## config.mk

```make
export PLATFORM = sky130hd
export DESIGN_NAME = lcd_write_sched
export DESIGN_NICKNAME = d
export VERILOG_FILES = /design/src/rtl/lcd_write_sched.sv
export SDC_FILE = /design/constraint.sdc
export NUM_CORES = 1
export LEC_CHECK = 0
export BUFFER_PORTS_ARGS = -buffer_cell sky130_fd_sc_hd__buf_2
export CAP_MARGIN = 30
export CORE_MARGIN = 1
export CORE_UTILIZATION = 57
export DETAILED_ROUTE_END_ITERATION = 10
export MAX_ROUTING_LAYER = met4
export PLACE_DENSITY = 0.83
export SYNTH_ARGS = -nofsm -noshare
export SYNTH_HDL_FRONTEND = slang
export SYNTH_SLANG_ARGS = --single-unit
```

## constraint.sdc

```tcl
create_clock -name clk -period 3.3 [get_ports clk]
set_clock_uncertainty 0.15 [all_clocks]
set_input_delay 0.165 -clock clk [delete_from_list [all_inputs] [get_ports clk]]
set_output_delay 0.165 -clock clk [all_outputs]
set_load 0.05 [all_outputs]
```

## src/rtl/lcd_write_sched.sv

```systemverilog
// lcd_write_sched: runs the HD44780 init sequence, then schedules byte writes from two requesters onto the shared LCD port.
// Define LCD_FIXED_PRIO_EN to make req 0 always win a contention; the default build uses round-robin.
module lcd_write_sched #(
    parameter int TICK_DIV  = 50000,
    parameter int LONG_WAIT = 2
) (
    input  logic        clk,
    input  logic        rst,
    input  logic [1:0]  req_valid,
    input  logic [1:0]  req_rs,
    input  logic [15:0] req_data,
    output logic [1:0]  gnt,
    output logic        busy,
    output logic        init_done,
    output logic        lcd_rs,
    output logic        lcd_rw,
    output logic        lcd_en,
    output logic [7:0]  lcd_data
);
    localparam int CW = $clog2(TICK_DIV);
    localparam int LW = (LONG_WAIT > 1) ? $clog2(LONG_WAIT) : 1;

    typedef enum logic [2:0] {INIT_LOAD, SETUP, EN_HI, EN_LO, LONG, IDLE} state_t;

    state_t          r_state, w_next, w_exit;
    logic [CW-1:0]   r_cnt;
    logic [LW-1:0]   r_lw;
    logic [1:0]      r_idx;
    logic            r_done, r_rs, r_en;
    logic [7:0]      r_data, w_init_byte, w_data;
    logic            w_tick, w_sel, w_long, w_leave;

`ifdef LCD_FIXED_PRIO_EN
    assign w_sel = ~req_valid[0];
`else
    logic r_rr;
    assign w_sel = (&req_valid) ? ~r_rr : req_valid[1];
    always_ff @(posedge clk) begin
        if (rst)
            r_rr <= 1'b1;
        else if (|gnt)
            r_rr <= w_sel;
    end
`endif

    assign w_tick      = r_cnt == CW'(TICK_DIV - 1);
    assign w_init_byte = (r_idx == 2'd0) ? 8'h38 : (r_idx == 2'd1) ? 8'h0C : (r_idx == 2'd2) ? 8'h06 : 8'h01;
    assign w_data      = w_sel ? req_data[15:8] : req_data[7:0];
    // clear and home commands need the extra settle time
    assign w_long      = !r_rs && r_data[7:2] == 6'd0 && r_data[1:0] != 2'd0 && LONG_WAIT > 0;
    assign w_exit      = (r_idx == 2'd3) ? IDLE : INIT_LOAD;

    always_comb begin
        w_next  = r_state;
        gnt     = 2'b00;
        w_leave = 1'b0;
        case (r_state)
            INIT_LOAD: w_next = SETUP;
            SETUP:     w_next = w_tick ? EN_HI : SETUP;
            EN_HI:     w_next = w_tick ? EN_LO : EN_HI;
            EN_LO: if (w_tick) begin
                w_next  = w_long ? LONG : w_exit;
                w_leave = !w_long;
            end
            LONG: if (w_tick && r_lw == LW'(LONG_WAIT - 1)) begin
                w_next  = w_exit;
                w_leave = 1'b1;
            end
            IDLE: if (|req_valid) begin
                w_next = SETUP;
                gnt    = w_sel ? 2'b10 : 2'b01;
            end
            default: w_next = INIT_LOAD;
        endcase
    end

    always_ff @(posedge clk) begin
        if (rst) begin
            r_state <= INIT_LOAD;
            r_cnt   <= '0;
            r_lw    <= '0;
            r_idx   <= 2'd0;
            r_done  <= 1'b0;
            r_rs    <= 1'b0;
            r_en    <= 1'b0;
            r_data  <= 8'h00;
        end else begin
            r_state <= w_next;
            r_cnt   <= w_tick ? '0 : r_cnt + 1'b1;
            r_lw    <= (r_state != LONG) ? '0 : w_tick ? r_lw + 1'b1 : r_lw;
            if (r_state == INIT_LOAD) begin
                r_rs   <= 1'b0;
                r_data <= w_init_byte;
            end
            if (|gnt) begin
                r_rs   <= w_sel ? req_rs[1] : req_rs[0];
                r_data <= w_data;
            end
            if (w_tick && r_state == SETUP)
                r_en <= 1'b1;
            if (w_tick && r_state == EN_HI)
                r_en <= 1'b0;
            if (w_leave && r_idx != 2'd3)
                r_idx <= r_idx + 2'd1;
            if (w_leave && r_idx == 2'd3)
                r_done <= 1'b1;
        end
    end

    assign busy      = r_state != IDLE;
    assign init_done = r_done;
    assign lcd_rs    = r_rs;
    assign lcd_rw    = 1'b0;
    assign lcd_en    = r_en;
    assign lcd_data  = r_data;
endmodule
```

# Yosys cells after proc, flatten, opt, wreduce, memory -nomap -nowiden
# Cells that the tools add are included.
# op_classes
shifts,0
order_cmp,0
eq_ne,15
reduce_logical,21
div,0
bitwise,1
muxes,24
n_mul,0
n_addsub,3
# ops
op,count
$mux W8,3
$mux W3,6
$pmux W3 S6,1
$add A16 B1 Y16 const B,1
$eq A16 B16 Y1 const B,1
$reduce_or A2 Y1,5
$mux W2,4
$ne A2 B2 Y1 const B,4
$logic_and A1 B1 Y1,7
$mux W1,7
$eq A3 B2 Y1 const B,2
$eq A3 B3 Y1 const B,2
$logic_not A6 Y1,1
$mux W6,1
$ne A3 B3 Y1 const B,2
$eq A2 B2 Y1 const B,2
$mux W4,1
$reduce_bool A2 Y1,2
$eq A3 B1 Y1 const B,1
$logic_not A3 Y1,1
$reduce_and A3 Y1,1
$add A2 B1 Y2 const B,1
$eq A2 B1 Y1 const B,1
$logic_not A1 Y1,2
5 further kinds,5
# word_totals
output_inout_bits,15
mem_bits_ro,0
latchBits,0
memories,0
register_bits,34
ram_bits,0

# Depth between registers and ports, before layout
# logic_depth
depth_word,7
ltp_mapped,7

# Worst setup path before layout
# No wires, ideal clock.
# synth_timing
kind,register to output
start,register r_state[0]
end,output port gnt[0]
n_path_buf,1
arrival_time_ns,2.366
path_slack_ns,0.619
path_stages_with_launch,4
cell_sequence,dfxtp_1 -> clkbuf_1 -> nand3b_1 -> nor3_1
# synth_via
elab_chain_cells,2
# synth_lines
element,line_no,rtl
from (decl),25,"state_t r_state, w_next, w_exit;"
from (signal assigned),88,r_state <= w_next;
$eq A3 B3 Y1,57,case (r_state)
$mux W2,57,
to (decl),12,"output logic [1:0] gnt,"
# Every way passes these cells.

# Worst setup path after layout
# layout_timing
start,register r_cnt[13]
end,register r_cnt[12]
# layout_via
elab_chain_cells,2
# layout_lines
element,line_no,rtl
from (decl),26,logic [CW-1:0] r_cnt;
from (signal assigned),89,r_cnt <= w_tick ? '0 : r_cnt + 1'b1;
$eq A16 B16 Y1,46,assign w_tick = r_cnt == CW'(TICK_DIV - 1);
$reduce_or A2 Y1 (no source line),n/a,
# Every way passes these cells.
# A chain may end at the register's enable or synchronous reset.

==> impl_metrics.toml <==
[clocking]
cts_resized = 0
cts.sinks = 34
clk_latency_ns = 0.35
numCtsBuffers = 5
clockBufferDepth = 2
cts_tree = "done"
cts_setup_buffers = 0
clockRootBuffer = "clkbuf_4"
htreeDepth = 2
path_clk_slew_ns = 0.11
cts_hold_buffers = 0

[drt]
via_count = 1552
drc = 2
dr.pass1.iters = 7
wire_per_inst_um = 13.7
drtIter0Drc = 82
ant_nets = 0
routed_via_density = 5.79
routed_wl_um = 3660

[synthesis]
syn_area_um2 = 1760
async_reset_ff_share_pct = 0
synth.top_cell.area_share_pct = 38.7
ys_seq_area_share_pct = 38.7
synthTopCellsByArea = "dfxtp_1 39%, nor2_1 6.0%, xnor2_1 6.0%"
synth-edff-count = 0
synth-main-ff-cell = "dfxtp_1"
synth_area_leader_cell = "dfxtp_1"
yosys_warnings = 0
synth_seq_cells = 34
synth.avg_cell_area_um2 = 8.63
synth_cell_types = 46
syn_nets = 231
syn_inst = 204

[placed_design]
placed_cell_area_um2 = 1930
hpwl_um = 2610
gp_congestion = 0.864
port_buffers = 35

[sta]
finalSetupViolCount = 0
finalHoldViolCount = 0
finalMaxSlewViolations = 0
tns_ns = 0
slew_headroom_pct = 41.0
fmax_ghz = 0.411
finalCritPeriodShare_pct = 73.7
rsz0062_at_grt = "no"
worst-slew-pin-transition_ns = 0.881
fin_crit_ns = 2.43

[critical_path]
required_ns = 3.37
critical_path_class = "reg2reg"
arrival_ns = 2.51
worst_setup_path_end_kind = "flop"
r2r.worst_path.cells = 4
cp-start-kind = "flop"
crit_fanout = 15

[finish]
fillCellCount = 232
fin_util_pct = 72.1
multi_input_area_um2 = 995
drive_above_1_share_pct = 21.1
num_antenna_cells = 0
synthToLayoutAreaGrowth_pct = 15.9
nets = 263
seq_area_um2 = 681
postLayoutCellArea_um2 = 2040

[global_route]
antenna_found_initial = 0
grt_pass1_wl_um = 6130
globalRouteMet2Util_pct = 35.2
grt_start_max_net_pins = 24
grt_overflow_total = 0
grt_pass1_vias = 1294
use_met1_pct = 35.4
grt_usage_pct = 25.2
busiest_layer = "met1"
grt_use_met3_pct = 6.80

[die]
start_util_pct = 62.2
die_h_um = 57.6
io-pin-count = 37
core_um2 = 2830
rows = 19
die-area_um2 = 3310
die-width_um = 57.6

[pwr]
p_leak_nw = 0.779
powerDensity_nw_per_um2 = 429
irDropWorstVdd_v = 0.000366

[status]
outcome = "complete, but fails checks"
violations = "DRC"

[worst_hold_path]
worstHoldPathType = "in2reg"
hold-path-cell-count = 3

[run]
drv_cap = 0
## logic make-up (layout without fill, tap and decap cells)
| group | count (synthesis) | after routing | share of synthesized area [%] |
|---|---|---|---|
| and+or+nand+nor | 84 | 84 | 25.4 |
| DFF | 34 | 34 | 38.7 |
| AOI/OAI and AO/OA | 33 | 33 | 13.4 |
| buffers and inverters | 21 | 54 | 4.83 |
| xor gates and xnor gates | 15 | 15 | 7.46 |
| muxes | 11 | 11 | 6.54 |
| adders and majority gates | 5 | 5 | 3.55 |
| other | 1 | 1 | 0.213 |
## layout make-up
cell class | count | area share, %
Tap cell | 31 | 1.90
Timing Repair Buffer | 36 | 8.95
Inverter | 10 | 1.84
Clock buffer | 5 | 1.84
Clock inverter | 3 | 3.37
Multi-Input combinational cell | 149 | 48.7
Sequential cell | 34 | 33.4
## worst paths after layout
| path | from | endpoint | slack [ns] |
|---|---|---|---|
| min | req_data[8] | lcd_data[0] | 0.01 |
| max reg2reg | r_cnt[13] | r_cnt[12] | 0.87 |
| max | r_cnt[13] | r_cnt[12] | 0.87 |
| min reg2reg | init_done | init_done | 0.30 |
## critical path, cell delays in order, from the launching register on
cell and delay (ns):
dfxtp_1 0.36, or4b_1 0.55, or4_1 0.65, nand2b_1 0.48
nor2_1 0.11
## flip-flops by register name, indices dropped and copies added, names as in the netlist
register,count
r_state,3
init_done,1
r_cnt,16
lcd_en,1
r_idx,2
r_lw,1
lcd_rs,1
lcd_data,8
r_rr,1
## Yosys cell counts, types with 2 or more instances
master    count
dfxtp_1      34
nor2_1       28
xnor2_1      12
inv_1        10
nand2_1      10
a211oi_1      8
clkbuf_1      8
mux2i_1       7
nor3_1        7
nor4_1        7
a21oi_1       6
nand3_1       6
a31oi_1       5
ha_1          5
nand2b_1      4
o211ai_1      4
mux2_2        3
nand4_1       3
or3_1         3
xor2_1        3
a221oi_1      2
and2_1        2
buf_2         2
nand3b_1      2
or4_1         2
## metal layers
| metal | share of wire (%) | wire length (um) |
|---|---|---|
| met4 | 1.2 | 44 |
| met3 | 4.4 | 162 |
| met1 | 49 | 1800 |
| met2 | 45 | 1650 |
| met5 | 0 | 0 |
## power by group
group | switching [mW] | internal (mW) | total, mW
registers | 0.00670 | 0.416 | 0.423
clock network | 0.150 | 0.237 | 0.387
logic | 0.0392 | 0.0254 | 0.0646
total | 0.196 | 0.679 | 0.875
## stage by stage
| stage | hold WS (ns) | std cells | power [mW] | worst slack (ns) |
|---|---|---|---|---|
| 2_1_floorplan | 0.196 | 204 | 0.475 | 0.619 |
| 3_3_place_gp | 0.283 | 260 | 0.494 | 0.989 |
| 3_5_place_dp | 0.285 | 260 | 0.497 | 0.884 |
| 4_1_cts | 0.00216 | 268 | 0.880 | 0.868 |
| 5_1_grt | 0.0146 | 268 | 0.906 | 0.732 |
| 6_report | 0.0114 | 268 | 0.875 | 0.868 |
## cell usage in the layout (no fill, tap or decap), drive strengths merged, types with 4 or more instances in the layout
master	synthesis	routed
buf	3	36
dfxtp	34	34
nor2	28	28
xnor2	12	12
inv	10	10
nand2	10	10
a211oi	9	9
nor4	8	8
nor3	7	7
mux2i	7	7
nand3	6	6
a21oi	6	6
a31oi	5	5
ha	5	5
clkbuf	8	5
nand2b	4	4
o211ai	4	4
mux2	4	4
(Power assumes the default switching activity.)
